==> src/rtl/stack_seq.sv <==
// Stack sequencer for the 2A03 core: owns SP and runs the multi-cycle
// push (JSR/BRK/IRQ/NMI) and pull (RTS/RTI) byte sequences on page 1.
module stack_seq #(
    parameter logic [7:0] STACK_PAGE = 8'h01,
    parameter logic [7:0] SP_RESET   = 8'hFD
) (
    input  logic        clk,
    input  logic        reset,
    input  logic        start_push,
    input  logic        start_pull,
    input  logic        with_p,
    input  logic [7:0]  pc_h_in,
    input  logic [7:0]  pc_l_in,
    input  logic [7:0]  p_in,
    input  logic        sp_load,
    input  logic [7:0]  sp_in,
    input  logic [7:0]  mem_rdata,
    output logic [15:0] mem_addr,
    output logic [7:0]  mem_wdata,
    output logic        mem_we,
    output logic        mem_re,
    output logic [7:0]  sp_out,
    output logic [7:0]  pc_h_out,
    output logic [7:0]  pc_l_out,
    output logic [7:0]  p_out,
    output logic        busy,
    output logic        done
);

    typedef enum logic [2:0] {IDLE, PUSH, PULL, PULL_TAIL, DONE} state_t;

    // Destination codes for pulled bytes; a read's code is its index shifted
    // by one when P is absent, so PC_L/PC_H always keep the same codes.
    localparam logic [1:0] DEST_P    = 2'd0;
    localparam logic [1:0] DEST_PC_L = 2'd1;

    state_t     state;
    logic [7:0] sp;
    logic [1:0] idx;
    logic [1:0] last;
    logic [1:0] cap_dest;
    logic       wp;
    logic [7:0] push_l;
    logic [7:0] push_p;

    logic [7:0] sp_inc;
    logic [7:0] sp_inc2;
    logic [7:0] sp_dec;
    logic [7:0] next_push_byte;
    logic [1:0] rd_dest;

    assign sp_inc  = sp + 8'd1;
    assign sp_inc2 = sp + 8'd2;
    assign sp_dec  = sp - 8'd1;
    assign sp_out  = sp;

    always_comb begin
        // NOTE: every always_comb output gets a default first so no path can infer a latch.
        next_push_byte = push_p;
        if (idx == 2'd0)
            next_push_byte = push_l;
    end

    assign rd_dest = wp ? idx : idx + 2'd1;

    // NOTE: state is updated with non-blocking assignments so every register samples pre-edge values.
    always_ff @(posedge clk) begin
        if (reset) begin
            state     <= IDLE;
            sp        <= SP_RESET;
            idx       <= 2'd0;
            last      <= 2'd0;
            cap_dest  <= 2'd0;
            wp        <= 1'b0;
            push_l    <= 8'h00;
            push_p    <= 8'h00;
            mem_addr  <= 16'h0000;
            mem_wdata <= 8'h00;
            mem_we    <= 1'b0;
            mem_re    <= 1'b0;
            pc_h_out  <= 8'h00;
            pc_l_out  <= 8'h00;
            p_out     <= 8'h00;
            busy      <= 1'b0;
            done      <= 1'b0;
        end else begin
            case (state)
                IDLE: begin
                    idx <= 2'd0;
                    if (start_push) begin
                        push_l    <= pc_l_in;
                        push_p    <= p_in;
                        wp        <= with_p;
                        last      <= with_p ? 2'd2 : 2'd1;
                        state     <= PUSH;
                        busy      <= 1'b1;
                        mem_we    <= 1'b1;
                        mem_addr  <= {STACK_PAGE, sp};
                        mem_wdata <= pc_h_in;
                    end else if (start_pull) begin
                        wp       <= with_p;
                        last     <= with_p ? 2'd2 : 2'd1;
                        state    <= PULL;
                        busy     <= 1'b1;
                        mem_re   <= 1'b1;
                        mem_addr <= {STACK_PAGE, sp_inc};
                    end else if (sp_load) begin
                        sp <= sp_in;
                    end
                end

                PUSH: begin
                    sp <= sp_dec;
                    if (idx == last) begin
                        state     <= DONE;
                        done      <= 1'b1;
                        mem_we    <= 1'b0;
                        mem_addr  <= 16'h0000;
                        mem_wdata <= 8'h00;
                    end else begin
                        idx       <= idx + 2'd1;
                        mem_addr  <= {STACK_PAGE, sp_dec};
                        mem_wdata <= next_push_byte;
                    end
                end

                PULL: begin
                    sp       <= sp_inc;
                    cap_dest <= rd_dest;
                    // Data for the previous cycle's read is on mem_rdata now.
                    if (idx != 2'd0) begin
                        case (cap_dest)
                            DEST_P:    p_out    <= mem_rdata;
                            DEST_PC_L: pc_l_out <= mem_rdata;
                            default:   pc_h_out <= mem_rdata;
                        endcase
                    end
                    if (idx == last) begin
                        state    <= PULL_TAIL;
                        mem_re   <= 1'b0;
                        mem_addr <= 16'h0000;
                    end else begin
                        idx      <= idx + 2'd1;
                        mem_addr <= {STACK_PAGE, sp_inc2};
                    end
                end

                PULL_TAIL: begin
                    case (cap_dest)
                        DEST_P:    p_out    <= mem_rdata;
                        DEST_PC_L: pc_l_out <= mem_rdata;
                        default:   pc_h_out <= mem_rdata;
                    endcase
                    state <= DONE;
                    done  <= 1'b1;
                end

                DONE: begin
                    state <= IDLE;
                    done  <= 1'b0;
                    busy  <= 1'b0;
                end

                default: begin
                    state    <= IDLE;
                    busy     <= 1'b0;
                    done     <= 1'b0;
                    mem_we   <= 1'b0;
                    mem_re   <= 1'b0;
                    mem_addr <= 16'h0000;
                end
            endcase
        end
    end

endmodule

==> config.mk <==
export PLATFORM = sky130hd
export DESIGN_NAME = stack_seq
export DESIGN_NICKNAME = d
export VERILOG_FILES = /design/src/rtl/stack_seq.sv
export SDC_FILE = /design/constraint.sdc
export NUM_CORES = 1
export LEC_CHECK = 0
export BUFFER_PORTS_ARGS = -buffer_cell sky130_fd_sc_hd__buf_4
export CAP_MARGIN = 20
export CORE_MARGIN = 10
export CORE_UTILIZATION = 40
export DETAILED_ROUTE_END_ITERATION = 6
export PLACE_DENSITY_LB_ADDON = 0.12
export SLEW_MARGIN = 20
export SYNTH_ARGS = -nofsm -noshare
export SYNTH_HDL_FRONTEND = slang
export SYNTH_SLANG_ARGS = --single-unit
==> constraint.sdc <==
create_clock -name clk -period 3.1 [get_ports clk]
set_clock_uncertainty 0.2 [all_clocks]
set_input_delay 0 -clock clk [delete_from_list [all_inputs] [get_ports clk]]
set_output_delay 0 -clock clk [all_outputs]
set_load 0.01 [all_outputs]
**After elaboration in Yosys (flattened, before gate mapping)**

Index checks and enable logic that the tools add are counted.

- Bitwise operators: 5
- Eq/ne operators: 16
- Reductions and logical operators: 28
- Multiplexer cells: 45
- $add $sub $neg: 4

Operators by type and width:

| cell | count |
|---|---|
| $mux W8 | 12 |
| $pmux W16 S4 | 1 |
| $pmux W8 S2 | 4 |
| $mux W16 | 2 |
| $pmux W8 S3 | 1 |
| $mux W9 | 2 |
| $ne A2 B2 Y1 const B | 9 |
| $reduce_and A2 Y1 | 8 |
| $mux W3 | 4 |
| $pmux W3 S4 | 1 |
| $mux W2 | 5 |
| $reduce_bool A2 Y1 | 5 |
| $pmux W1 S3 | 3 |
| $reduce_or A3 Y1 | 3 |
| $add A8 B1 Y8 const B | 1 |
| $add A8 B2 Y8 const B | 1 |
| $mux W1 | 8 |
| $reduce_and A4 Y1 | 2 |
| $reduce_or A2 Y1 | 4 |
| $sub A8 B1 Y8 const B | 1 |
| $eq A3 B2 Y1 const B | 2 |
| $reduce_and A3 Y1 | 2 |
| $not A1 Y1 | 5 |
| $logic_not A2 Y1 | 2 |
| 10 further kinds | 10 |

- Register bits: 86
- Word-level logic and storage cells: 115
- Input bits: 46

**Longest topological paths before layout**

- Depth in word-level cells: 5
- Gate-level depth with buffers: 9

**Least setup slack after synthesis**

No wires, ideal clock.

- Kind: flip-flop to flip-flop
- Start point: reg sp[2] (netlist: sp_out[2])
- End point: reg sp[7] (netlist: sp_out[7])
- Setup time: 125 ps
- Data arrival time: 1937 ps
- Stages on the path, launching flop included: 9
- Required time: 2775 ps
- Setup slack: 837 ps
- Buffers on the path: 1
- Path through: dfxtp_1 > clkbuf_1 > inv_1 > ha_1 > a21bo_2 > nor3b_1 > a21oi_1 > a211oi_1 > nor3_1

- Longest elaborated chain between the ends: 2
- Elaborated cells on any way between the ends: 3
- Classes of those cells: 2 x add/sub; 1 x mux

Ends and longest elaborated chain:

| element | line | text |
|---|---|---|
| start, declared | 38 | `logic [7:0] sp;` |
| start signal, assigned | 108 | `sp <= sp_in;` |
| start signal, assigned | 113 | `sp <= sp_dec;` |
| start signal, assigned | 128 | `sp <= sp_inc;` |
| $add A8 B1 Y8 / $sub A8 B1 Y8 (equally long branches) | 52, 54 |  |
| $pmux W8 S3 * | 87 | `case (state)` |

Every way passes the cells marked *; elsewhere a longest branch is shown, timed or not.
A chain may end at the register's enable or synchronous reset.

**Worst setup path in the final report**

- Start point: reg idx[0]
- End point: reg pc_l_out[2]

- Longest elaborated chain between the ends: 3

Ends and longest elaborated chain:

| element | line | text |
|---|---|---|
| start, declared | 39 | `logic [1:0] idx;` |
| start signal, assigned | 121 | `idx <= idx + 2'd1;` |
| start signal, assigned | 143 | `idx <= idx + 2'd1;` |
| $reduce_bool A2 Y1 | 131 | `if (idx != 2'd0) begin` |
| $ne A2 B2 Y1 (no line) | n/a |  |
| $reduce_and A2 Y1 (no line) | n/a |  |
| end signal, assigned | 134 | `DEST_PC_L: pc_l_out <= mem_rdata;` |
| end signal, assigned | 151 | `DEST_PC_L: pc_l_out <= mem_rdata;` |
| end, declared | 24 | `output logic [7:0] pc_l_out,` |

Every way passes these cells.

==> summary.md <==
| Metric | Value |
|---|---|
| Status | complete, no violations |
| RSZ-0062 raised after global routing | false |
| Setup crit start kind | flip-flop |
| Max incr delay on CP | 0.58 ns |
| Ys async rst share | 0% |
| Syn avg cell area | 8.08 um2 |
| Slew at the pin with the worst max-slew slack | 0.757 ns |
| Total GRT Usage | 17.6% |
| Finish-stage setup viols | 0 |
| Layout area overhead | 35.2% |
| Yosys top cell area share | 38.3% |
| Signal arrival time at the worst endpoint | 2.93 ns |
| P per Cell Area | 925 mW/mm2 |
| Final wirelength | 13,000 um |
| Pin count of the biggest net entering global routing | 72 |
| IO Pins | 106 |
| Seq/Total Area, Yosys | 38.3% |
| Vias | 4,126 |
| CP Cell Sequence | inv_1 -> ha_1 -> a21oi_1 -> nand3b_1 -> mux2i_1 -> nor2_1 -> dlygate4sd3_1 |
| Clock tree sinks | 78 |
| Peak VDD IR | 0.456 mV |
| Top delay family on crit path | buffers and inverters |
| Crit-path max FO | 9 |
| Tcrit/Tclk final | 92.6% |
| Register bit count reported by yosys | 78 |
| H-tree levels | 3 |
| Setup CP Type | reg -> reg |
| Sum of negative setup slack | 0 ns |
| Die Span Y | 121 um |
| Final Hold Slack | 0.186 ns |
| Hpwl dp | 9170 um |
| Leading area contributor after synthesis | dfxtp_1 |
| Final slew viol count | 0 |
| Initial core utilization | 41.3% |
| First-pass GRT wire length | 20,900 um |
| Reg-to-reg startpoint | idx[0]$_SDFFE_PP0P_ |
| RePlAce Congestion | 0.902 |
| Vias/cell | 5.37 |
| Post-synthesis instance area | 0.00408 mm2 |
| Synth Instances | 505 |
| Distinct cells, synth | 58 |
| DIE WIDTH | 121 um |
| Final hold violations | 0 |
| Clock Tree Root | clkbuf_8 |
| Total gr overflow | 0 |
| Hold Path Origin | sp_load |
| Top cells by area, synth | dfxtp_1 38%, mux2i_1 6.6%, nand2_1 6.3% |
| Count of input and output buffers | 98 |
| Initial antenna violation count | 0 |
| Worst-path clk slew | 0.08 ns |
| Setup Fix Bufs, Post-CTS | 0 |
| Total CTS buffers | 9 |
| Share of cells above drive strength 1 | 22.2% |
| Initial DRC Count | 537 |
| CP Data Required Time | 3.16 ns |
| Die footprint | 0.0146 mm2 |
| Crit-path slowest cell | dlygate4sd3_1 |
| Leakage | 2.38 nW |
| List of most frequent post-synthesis cells | 78 x dfxtp_1, 68 x nand2_1, 62 x nor2_1 |
| Final #Nets | 683 |
| Hold crit path type | in -> reg |
| Avg WL per Cell | 16.9 um |
| Num rows | 36 |
| # diodes | 0 |
| Remaining DRCs | 0 |
| Post-route ant nets | 0 |
| Clk buf depth | 2 |
| Critical Path End Type | flip-flop |
| Synth Flop Type | dfxtp_1 |
| Core Area | 0.00986 mm2 |
| Max-cap violation count | 0 |
| Number of synthesized flops with an enable pin | 0 |
| Critical Path Source | idx[0]$_SDFFE_PP0P_ |
| Max transition margin | 49.5% |
| Synth warn | 0 |
| CTS tree | yes |
| Clock period minus worst slack | 2.87 ns |
| Max Clock Freq | 0.348 GHz |
| Skew-Pair Late Insertion Delay | 0.36 ns |
| Top-count cell post-synth | dfxtp_1 |
| Number of global-route vias before repair | 3,967 |
| WP buf/inv | 2 |
| Drt pass-1 iters | 6 |
## worst paths after layout
| check | end | slack (ns) | depth (start not counted) |
|---|---|---|---|
| hold reg to reg | push_l[4]$_SDFFE_PP0P_ | 0.26 | 2 |
| hold / removal | sp_out[4]$_SDFFE_PP1P_ | 0.19 | 5 |
| setup reg to reg | pc_l_out[2]$_SDFFE_PP0P_ | 0.23 | 7 |
| setup / recovery | pc_l_out[2]$_SDFFE_PP0P_ | 0.23 | 7 |
## where the power goes
| group | switching [W] | internal (W) | leakage (nW) | total, W |
|---|---|---|---|---|
| combinational | 0.00158 | 0.00121 | 1.65 | 0.00279 |
| clock | 0.000393 | 0.000313 | 0.0893 | 0.000706 |
| sequential | 0.000330 | 0.00128 | 0.639 | 0.00161 |
| total | 0.00230 | 0.00280 | 2.38 | 0.00510 |
## worst min-delay path, delay by kind of cell
kind | cells | cell delay, ns
compound gates | 2 | 0.42
buf+inv | 1 | 0.11
simple gates | 2 | 0.19
## through the flow
step	power (W)	cell area [um2]	setup slack (ns)	util, %	cells
finish	0.00510	5510	0.228	55.9	769
CTS	0.00511	5510	0.223	55.9	769
detailed placement	0.00435	4860	0.659	49.2	705
global placement	0.00433	4860	0.739	49.2	705
global route	0.00548	5510	0.0392	55.9	769
floorplan	0.00344	4100	0.837	-	511
## kinds of logic after synthesis
logic type / count (synthesis) / share of synthesized area, %
xor+xnor: 18 / 3.87
compound gates: 127 / 20.4
buf+inv: 56 / 6.50
other cells: 1 / 0.0919
simple gates: 183 / 19.9
mux: 36 / 9.11
fa+ha+maj: 6 / 1.84
flops: 78 / 38.3
## state kept, by name (all words and copies together) (netlist names)
| signal | flops |
|---|---|
| sp_out | 8 |
| idx | 2 |
| push_p | 8 |
| last | 2 |
| push_l | 8 |
| pc_l_out | 8 |
| mem_addr | 9 |
| done | 1 |
| mem_re | 1 |
| state | 3 |
| mem_we | 1 |
| cap_dest | 2 |
| mem_wdata | 8 |
| p_out | 8 |
| busy | 1 |
| pc_h_out | 8 |
## final cells by class
class / count / area, um2
fillers: 917 / 4350
multi-input cells: 377 / 2280
flip-flops and latches: 78 / 1560
repair buffers: 157 / 1300
well taps: 133 / 166
clock buffers: 11 / 141
clock inverters: 5 / 35.0
inverters: 8 / 30.0
## per-layer routing
metal / share of wire (%) / routed length [um] / GRT usage [%] / up-vias
met5: 0 / 0 / 0 / -
met4: 2.3 / 301 / 7.32 / 0
met3: 8.8 / 1140 / 4.70 / 22
met2: 46 / 6020 / 27.9 / 178
met1: 43 / 5540 / 22.0 / 1915
li1: - / - / - / 2011
## layout by cell type, fill, tap and decap left out, types with 8 or more instances in the layout
| master | n |
|---|---|
| xor2_1 | 8 |
| inv_1 | 8 |
| mux2i_1 | 27 |
| buf_4 | 109 |
| clkbuf_8 | 10 |
| xnor2_1 | 10 |
| dlygate4sd3_1 | 48 |
| nor2_1 | 62 |
| dfxtp_1 | 78 |
| nor3_1 | 14 |
| o21ai_0 | 28 |
| a211oi_1 | 13 |
| mux2_2 | 9 |
| nand2_1 | 68 |
| a21oi_1 | 37 |
## timing repair
item                      CTS  global route
hold buffers               48             0
hold endpoints to repair   64             0
gates resized for setup     0             0
Note: power is estimated with default switching activity, not from simulation.
